**src/rtl/int_ctrl_pkg.sv**
```systemverilog
// Shared constants for the interrupt request controller: vector width,
// internal exception bits and register reset values.
package int_ctrl_pkg;

  localparam int N_IRQ = 8;

  localparam logic [N_IRQ-1:0] EXC_ALU   = 8'b0000_0001;
  localparam logic [N_IRQ-1:0] EXC_STACK = 8'b0000_0010;
  localparam logic [N_IRQ-1:0] EXC_MASK  = EXC_ALU | EXC_STACK;

  localparam logic [N_IRQ-1:0] MASK_RST    = 8'h00;
  localparam logic [N_IRQ-1:0] PENDING_RST = 8'h00;
  localparam logic [N_IRQ-1:0] ACTIVE_RST  = 8'h00;

endpackage

```
**src/rtl/int_ctrl_if.sv**
```systemverilog
// Request, mask and acknowledge signals between the interrupt controller and
// the control unit; master drives requests/acks, slave is the controller.
interface int_ctrl_if;
  import int_ctrl_pkg::N_IRQ;

  logic [N_IRQ-1:0] irq_in;
  logic             mask_we;
  logic [N_IRQ-1:0] mask_d;
  logic [N_IRQ-1:0] s_calli;
  logic [N_IRQ-1:0] s_reti;
  logic [N_IRQ-1:0] min_bit_s;
  logic [N_IRQ-1:0] min_bit_a;
  logic [N_IRQ-1:0] int_a;
  logic [N_IRQ-1:0] pending;

  modport master (
    output irq_in, mask_we, mask_d, s_calli, s_reti,
    input  min_bit_s, min_bit_a, int_a, pending
  );

  modport slave (
    input  irq_in, mask_we, mask_d, s_calli, s_reti,
    output min_bit_s, min_bit_a, int_a, pending
  );

endinterface

```
**src/rtl/int_ctrl_lsb_onehot.sv**
```systemverilog
// Isolates the lowest set bit of x as a one-hot vector (0 when x is 0).
// Purely combinational, no latency, no flow control.
module lsb_onehot
  import int_ctrl_pkg::N_IRQ;
(
  input  logic [N_IRQ-1:0] x,
  output logic [N_IRQ-1:0] y
);

  assign y = x & (~x + {{(N_IRQ-1){1'b0}}, 1'b1});

endmodule

```
**src/rtl/int_ctrl.sv**
```systemverilog
// Interrupt controller: edge-captured pending set, in-service set, lowest-bit
// priority vectors; all outputs registered. INT_CTRL_SYNC_EN adds a 2-flop irq_in synchronizer.
module int_ctrl #(
  parameter int                                N_IRQ    = int_ctrl_pkg::N_IRQ,
  parameter logic [int_ctrl_pkg::N_IRQ-1:0]    EXC_MASK = int_ctrl_pkg::EXC_MASK
) (
  input  logic      clk,
  input  logic      reset,
  int_ctrl_if.slave bus
);
  import int_ctrl_pkg::MASK_RST;
  import int_ctrl_pkg::PENDING_RST;
  import int_ctrl_pkg::ACTIVE_RST;

  logic [N_IRQ-1:0] irq_sync;
  logic [N_IRQ-1:0] irq_edge;
  logic [N_IRQ-1:0] irq_prev_q,  irq_prev_d;
  logic [N_IRQ-1:0] pending_q,   pending_d;
  logic [N_IRQ-1:0] active_q,    active_d;
  logic [N_IRQ-1:0] en_mask_q,   en_mask_d;
  logic [N_IRQ-1:0] pend_en;

`ifdef INT_CTRL_SYNC_EN
  logic [N_IRQ-1:0] sync1_q, sync1_d;
  logic [N_IRQ-1:0] sync2_q, sync2_d;

  always_comb begin
    sync1_d = bus.irq_in;
    sync2_d = sync1_q;
  end

  always_ff @(posedge clk or negedge reset) begin
    if (!reset) begin
      sync1_q <= '0;
      sync2_q <= '0;
    end else begin
      sync1_q <= sync1_d;
      sync2_q <= sync2_d;
    end
  end

  assign irq_sync = sync2_q;
`else
  assign irq_sync = bus.irq_in;
`endif

  // Set terms are OR-ed last so a new request or entry wins over a same-cycle clear.
  always_comb begin
    irq_edge   = irq_sync & ~irq_prev_q & ~EXC_MASK;
    irq_prev_d = irq_sync;
    pending_d  = (pending_q & ~bus.s_calli) | irq_edge;
    active_d   = (active_q & ~bus.s_reti) | bus.s_calli;
    en_mask_d  = bus.mask_we ? bus.mask_d : en_mask_q;
  end

  always_ff @(posedge clk or negedge reset) begin
    if (!reset) begin
      irq_prev_q <= '0;
      pending_q  <= PENDING_RST;
      active_q   <= ACTIVE_RST;
      en_mask_q  <= MASK_RST;
    end else begin
      irq_prev_q <= irq_prev_d;
      pending_q  <= pending_d;
      active_q   <= active_d;
      en_mask_q  <= en_mask_d;
    end
  end

  // Outputs depend only on flops, so the control unit's acks never loop back combinationally.
  assign pend_en     = pending_q & en_mask_q;
  assign bus.pending = pending_q;
  assign bus.int_a   = active_q;

  lsb_onehot u_min_s (
    .x (pend_en),
    .y (bus.min_bit_s)
  );

  lsb_onehot u_min_a (
    .x (active_q),
    .y (bus.min_bit_a)
  );

endmodule

```
**src/flat_wrapper.sv**
```systemverilog
// flat-port wrapper written by rule: the top's interface ports become plain ports
module int_ctrl_flat import int_ctrl_pkg::MASK_RST; import int_ctrl_pkg::PENDING_RST; import int_ctrl_pkg::ACTIVE_RST;
#(
  parameter int                                N_IRQ    = int_ctrl_pkg::N_IRQ,
  parameter logic [int_ctrl_pkg::N_IRQ-1:0]    EXC_MASK = int_ctrl_pkg::EXC_MASK
)
  (clk, reset, bus_irq_in, bus_mask_we, bus_mask_d, bus_s_calli, bus_s_reti, bus_min_bit_s, bus_min_bit_a, bus_int_a, bus_pending);
  int_ctrl_if bus_i ();
  input  logic clk;
  input  logic reset;
  input wire logic [$bits(bus_i.irq_in)-1:0] bus_irq_in;
  input wire logic [$bits(bus_i.mask_we)-1:0] bus_mask_we;
  input wire logic [$bits(bus_i.mask_d)-1:0] bus_mask_d;
  input wire logic [$bits(bus_i.s_calli)-1:0] bus_s_calli;
  input wire logic [$bits(bus_i.s_reti)-1:0] bus_s_reti;
  output wire logic [$bits(bus_i.min_bit_s)-1:0] bus_min_bit_s;
  output wire logic [$bits(bus_i.min_bit_a)-1:0] bus_min_bit_a;
  output wire logic [$bits(bus_i.int_a)-1:0] bus_int_a;
  output wire logic [$bits(bus_i.pending)-1:0] bus_pending;
  assign bus_i.irq_in = bus_irq_in;
  assign bus_i.mask_we = bus_mask_we;
  assign bus_i.mask_d = bus_mask_d;
  assign bus_i.s_calli = bus_s_calli;
  assign bus_i.s_reti = bus_s_reti;
  assign bus_min_bit_s = bus_i.min_bit_s;
  assign bus_min_bit_a = bus_i.min_bit_a;
  assign bus_int_a = bus_i.int_a;
  assign bus_pending = bus_i.pending;
  int_ctrl #(.N_IRQ(N_IRQ), .EXC_MASK(EXC_MASK)) u_core (.clk(clk), .reset(reset), .bus(bus_i));
endmodule
```
**config.mk**
```make
export PLATFORM = sky130hd
export DESIGN_NAME = int_ctrl_flat
export DESIGN_NICKNAME = d
export VERILOG_FILES = /design/src/rtl/int_ctrl_pkg.sv /design/src/rtl/int_ctrl_if.sv /design/src/rtl/int_ctrl_lsb_onehot.sv /design/src/rtl/int_ctrl.sv /design/src/flat_wrapper.sv
export SDC_FILE = /design/constraint.sdc
export NUM_CORES = 1
export LEC_CHECK = 0
export ABC_AREA = 1
export BUFFER_PORTS_ARGS = -buffer_cell sky130_fd_sc_hd__clkbuf_2
export CAP_MARGIN = 20
export CORE_UTILIZATION = 30
export CTS_CLUSTER_SIZE = 28
export DETAILED_ROUTE_END_ITERATION = 16
export SYNTH_ARGS = -nofsm -noshare
export SYNTH_HDL_FRONTEND = slang
export SYNTH_SLANG_ARGS = --single-unit
```
**constraint.sdc**
```tcl
create_clock -name clk -period 1.35 [get_ports clk]
set_input_delay 0.135 -clock clk [delete_from_list [all_inputs] [get_ports clk]]
set_output_delay 0.135 -clock clk [all_outputs]
set_load 0.02 [all_outputs]
```
# == Yosys cells after proc, flatten, opt, wreduce, memory -nomap -nowiden ==
# Cells that the tools add are included.
# op_classes
n_bitwise,13
addsub,2
# ops
op,n
$and 8x8->8,6
$not 8->8,5
$add 8x1->8 const B,2
$or 8x8->8,2
# word_totals
out_inout_bits,32
register_bits,32
input_bits,35

# == Depth between registers and ports, before layout ==
# logic_depth
word_depth,4
ltp_mapped,5
mapped_depth_nobuf,5

# == Modules after synthesis ==
# A second synthesis with hierarchy kept.
# hier_totals
hier_cells,172
area_unflattened_um2,1323.8
# by_module_without_submodules
module,seq_area_each_um2,n_inst,area_per_inst_um2,cells_per_inst
int_ctrl,750.7,1,1141.1,132
lsb_onehot,0.0,2,91.3,20

# == Worst setup path before layout ==
# No wires, ideal clock.
# synth_timing
kind,register to output
startpoint,register u_core.active_q[0] (netlist: u_core.bus.int_a[0])
endpoint,output bus_min_bit_a[4]
setup_slack_ns,0.061
stages_incl_launch_ff,4
n_path_buf,0
t_arrival_ns,1.154
path_cell_list,dfrtp_1 > nor2_1 > nand2_1 > nor3_1
# synth_via
elab_chain_cells,3
# synth_rtl
element,line,source
"start, declared",int_ctrl.sv:19,"logic [N_IRQ-1:0] active_q, active_d;"
"start signal, assigned",int_ctrl.sv:65,active_q <= active_d;
$not 8->8,int_ctrl_lsb_onehot.sv:10,"assign y = x & (~x + {{(N_IRQ-1){1'b0}}, 1'b1});"
$add 8x1->8,int_ctrl_lsb_onehot.sv:10,
$and 8x8->8,int_ctrl_lsb_onehot.sv:10,
"end, declared",flat_wrapper.sv:17,output wire logic [$bits(bus_i.min_bit_a)-1:0] bus_min_bit_a;
# No other way between the ends.

# == Final worst setup path ==
# layout_timing
startpoint,register u_core.pending_q[0] (netlist: u_core.bus.pending[0])
endpoint,output bus_min_bit_s[6]
# layout_via
elab_chain_cells,4
# layout_rtl
element,line,source
"start, declared",int_ctrl.sv:18,"logic [N_IRQ-1:0] pending_q, pending_d;"
"start signal, assigned",int_ctrl.sv:64,pending_q <= pending_d;
$and 8x8->8,int_ctrl.sv:71,assign pend_en = pending_q & en_mask_q;
$not 8->8,int_ctrl_lsb_onehot.sv:10,
$add 8x1->8,int_ctrl_lsb_onehot.sv:10,
$and 8x8->8,int_ctrl_lsb_onehot.sv:10,
"end, declared",flat_wrapper.sv:16,output wire logic [$bits(bus_i.min_bit_s)-1:0] bus_min_bit_s;
# No other way between the ends.

==> results.toml <==
[status]
status = "complete, but fails checks"
violations = "negative setup slack"

[critical_path]
crit_fanout = 4
worstSetupPathType = "flip-flop to output pin"
r2r-end = "u_core.en_mask_q[6]"
required_ns = 1.22
r2r_slack_ns = 0.57
rr_worst_depth = 1
worst_setup_path_end_kind = "output pin"
r2r-start = "u_core.en_mask_q[6]"
cp-start-kind = "flip-flop"
setup.worst_path.start = "u_core.bus.pending[0]"
arrival_ns = 1.31

[timing]
worstMarginPinSlew_ns = 0.366
final-setup-viol-count = 7
drv_slew = 0
max_slew_margin = 0.756
layout_min_cycle_time_ns = 1.45
hold_viol_final = 0
rsz0062_at_grt = "true"
setup_slack_ns = -0.0977
whs_ns = 0.00942
fin_skew_ns = 0.00208
min_period_over_period = 1.07
fmax_mhz = 691

[synthesis]
postSynthAreaPerCell_um2 = 10.6
synth_cell_type_count = 15
synth_cells = 116
ys_seq_area_frac = 0.609
synth_warnings = 0
synth.cell_area_mm2 = 0.00123
synth_nets = 151
ys_ff_latch = 30

[die]
die_y_um = 66.1
fp-row-count = 22
die-area_mm2 = 0.00437
coreArea_mm2 = 0.00380
initial_core_util = 0.324
pin_count = 67
die-width_um = 66.1

[clock_tree]
cts.clk_slew.worst_paths_ns = 0.07
numCtsBuffers = 5
root_buffer = "clkbuf_8"
clkSinkCount = 30
cts.path.max_buffers = 2
cts.htree.levels = 2
cts_tree = "done"
worstSkewPairLatency_ns = 0.28

[routing]
post_drt_wl_per_cell_um = 11.5
via_per_inst = 4.20
firstDrtPassIters = 4
ant_nets = 0
drtIter0Drc = 10
drt_wl_total_um = 2880
drc_errors = 0
routed-via-count = 1051

[finish]
nets = 236
multi_input_area_um2 = 422
finalNonFillerCells = 250
ff_latch_area_um2 = 751
antenna_cells = 0
fin_area_mm2 = 0.00193
area_growth_pct = 56.9
layout-drive-gt1-share = 0.520
final.fill_count = 367
final_util = 0.509

[global_route]
grt_pass1_vias = 1027
grt_overflow = 0
antenna_found_initial = 0
grt_pass1_wl_um = 4550
grt_max_degree = 31
grt_use_total = 0.148

[pwr]
p_switching_uw = 582
intPower_mw = 1.69
clkPwrFrac = 0.385
power_density_mw_per_mm2 = 1170
pwr-share-comb = 0.170
power_frac_seq = 0.445
peakVddDrop_mv = 0.672
finalPower_mw = 2.27
p_leak_nw = 1.08
swShare = 0.257

[place]
placement.io_buffers = 64
place.gp.congestion = 0.741
placed_cell_area_mm2 = 0.00161
numPlacedInstances = 228
dpl.hpwl_um = 2140

[worst_hold_path]
holdCritPathClass = "primary input to flip-flop"
holdPathEnd = "u_core.bus.pending[0]"
worstHoldStart = "bus_s_calli[0]"
hold_depth = 2

[run]
maxCapViolCount = 0
-- routing by layer --
| layer | wire, µm | vias up | track usage |
|---|---|---|---|
| met5 | 0 | - | 0 |
| met4 | 53 | 0 | 0.0638 |
| met3 | 120 | 5 | 0.0569 |
| met2 | 1520 | 27 | 0.259 |
| met1 | 1190 | 488 | 0.156 |
| li1 | - | 531 | - |
-- area by class of cell --
class                   instances  area share
inverters                      25      0.0485
multi-input cells              59       0.218
well taps                      48      0.0311
repair buffers                 80       0.258
clock buffers                   5      0.0356
clock inverters                 3      0.0207
flip-flops and latches         30       0.388
-- flip-flops by register name (all words and copies together), names as in the netlist --
register / count
u_core.en_mask_q: 8
u_core.irq_prev_q: 6
u_core.bus.pending: 8
u_core.bus.int_a: 8
-- layout by cell type (no fill, tap or decap) --
cell type	synthesis	routed
clkbuf_2	0	53
dfrtp_1	30	30
inv_1	25	23
buf_4	1	15
nand2_1	13	9
nor2_1	13	8
mux2_4	8	8
dlygate4sd3_1	0	7
o21bai_1	6	6
clkbuf_8	0	5
nand2_2	2	4
nor2_2	1	4
o21ai_0	4	4
o22ai_1	4	4
inv_2	0	2
nand4_1	2	2
nor3_1	4	2
nor3_2	0	2
nand3_1	2	2
nand2_4	0	2
nor2_4	0	2
clkinv_2	0	2
buf_6	1	2
bufinv_16	0	1
buf_2	0	1
clkbuf_4	0	1
buf_8	0	1
-- kinds of logic after synthesis --
kind of cell | synth area share
simple gates | 0.129
flops | 0.609
compound gates | 0.0731
buf+inv | 0.0914
mux | 0.0975
-- per-stage QoR --
step | TNS (ns) | worst slack, ns
after floorplan | 0 | 0.0613
after global placement | 0 | 0.147
after detailed placement | 0 | 0.143
after CTS | -0.729 | -0.126
after global routing | -1.14 | -0.173
final | -0.480 | -0.0977
-- synth_stat cells, drive strengths merged --
| cell | n | area (µm²) |
|---|---|---|
| nand2 | 15 | 61.3 |
| o21ai | 4 | 20.0 |
| buf | 2 | 18.8 |
| nand3 | 2 | 10.0 |
| mux2 | 8 | 120 |
| o22ai | 4 | 25.0 |
| nor2 | 14 | 55.1 |
| o21bai | 6 | 45.0 |
| inv | 25 | 93.8 |
| nand4 | 2 | 12.5 |
| nor3 | 4 | 20.0 |
| dfrtp | 30 | 751 |
-- timing repair --
action                     CTS  global route
gates resized for setup     15            25
hold buffers                 7             0
buffers inserted             5             3
hold endpoints to repair    36             0
setup endpoints to repair    9            12
pin swaps                    6            10
-- worst max-delay path, stage by stage, from the launching register on --
cell and delay (ns):
dfrtp_1 0.40, nand2_2 0.10, nand2_4 0.08, nor2_4 0.13
nand2_4 0.08, nor2_4 0.12, buf_8 0.12
-- power by group through the flow --
stage / registers (mW) / logic [mW] / clock network (mW)
5_1_grt: 1.02 / 0.422 / 0.953
6_report: 1.01 / 0.386 / 0.873
3_5_place_dp: 1.02 / 0.336 / 0
4_1_cts: 1.01 / 0.369 / 0.895
2_1_floorplan: 1.06 / 0.151 / 0
3_3_place_gp: 1.02 / 0.332 / 0
-- worst max path at each step --
| stage | end | cells past startpoint | slack [ns] |
|---|---|---|---|
| finish | bus_min_bit_s[6] | 6 | -0.1 |
| global route | bus_min_bit_s[6] | 6 | -0.17 |
| CTS | bus_min_bit_a[6] | 4 | -0.13 |
| detailed placement | bus_min_bit_a[7] | 4 | 0.14 |
| global placement | bus_min_bit_a[6] | 4 | 0.15 |
| floorplan | bus_min_bit_a[4] | 3 | 0.06 |
No activity file was read; power rests on OpenSTA's default activity.
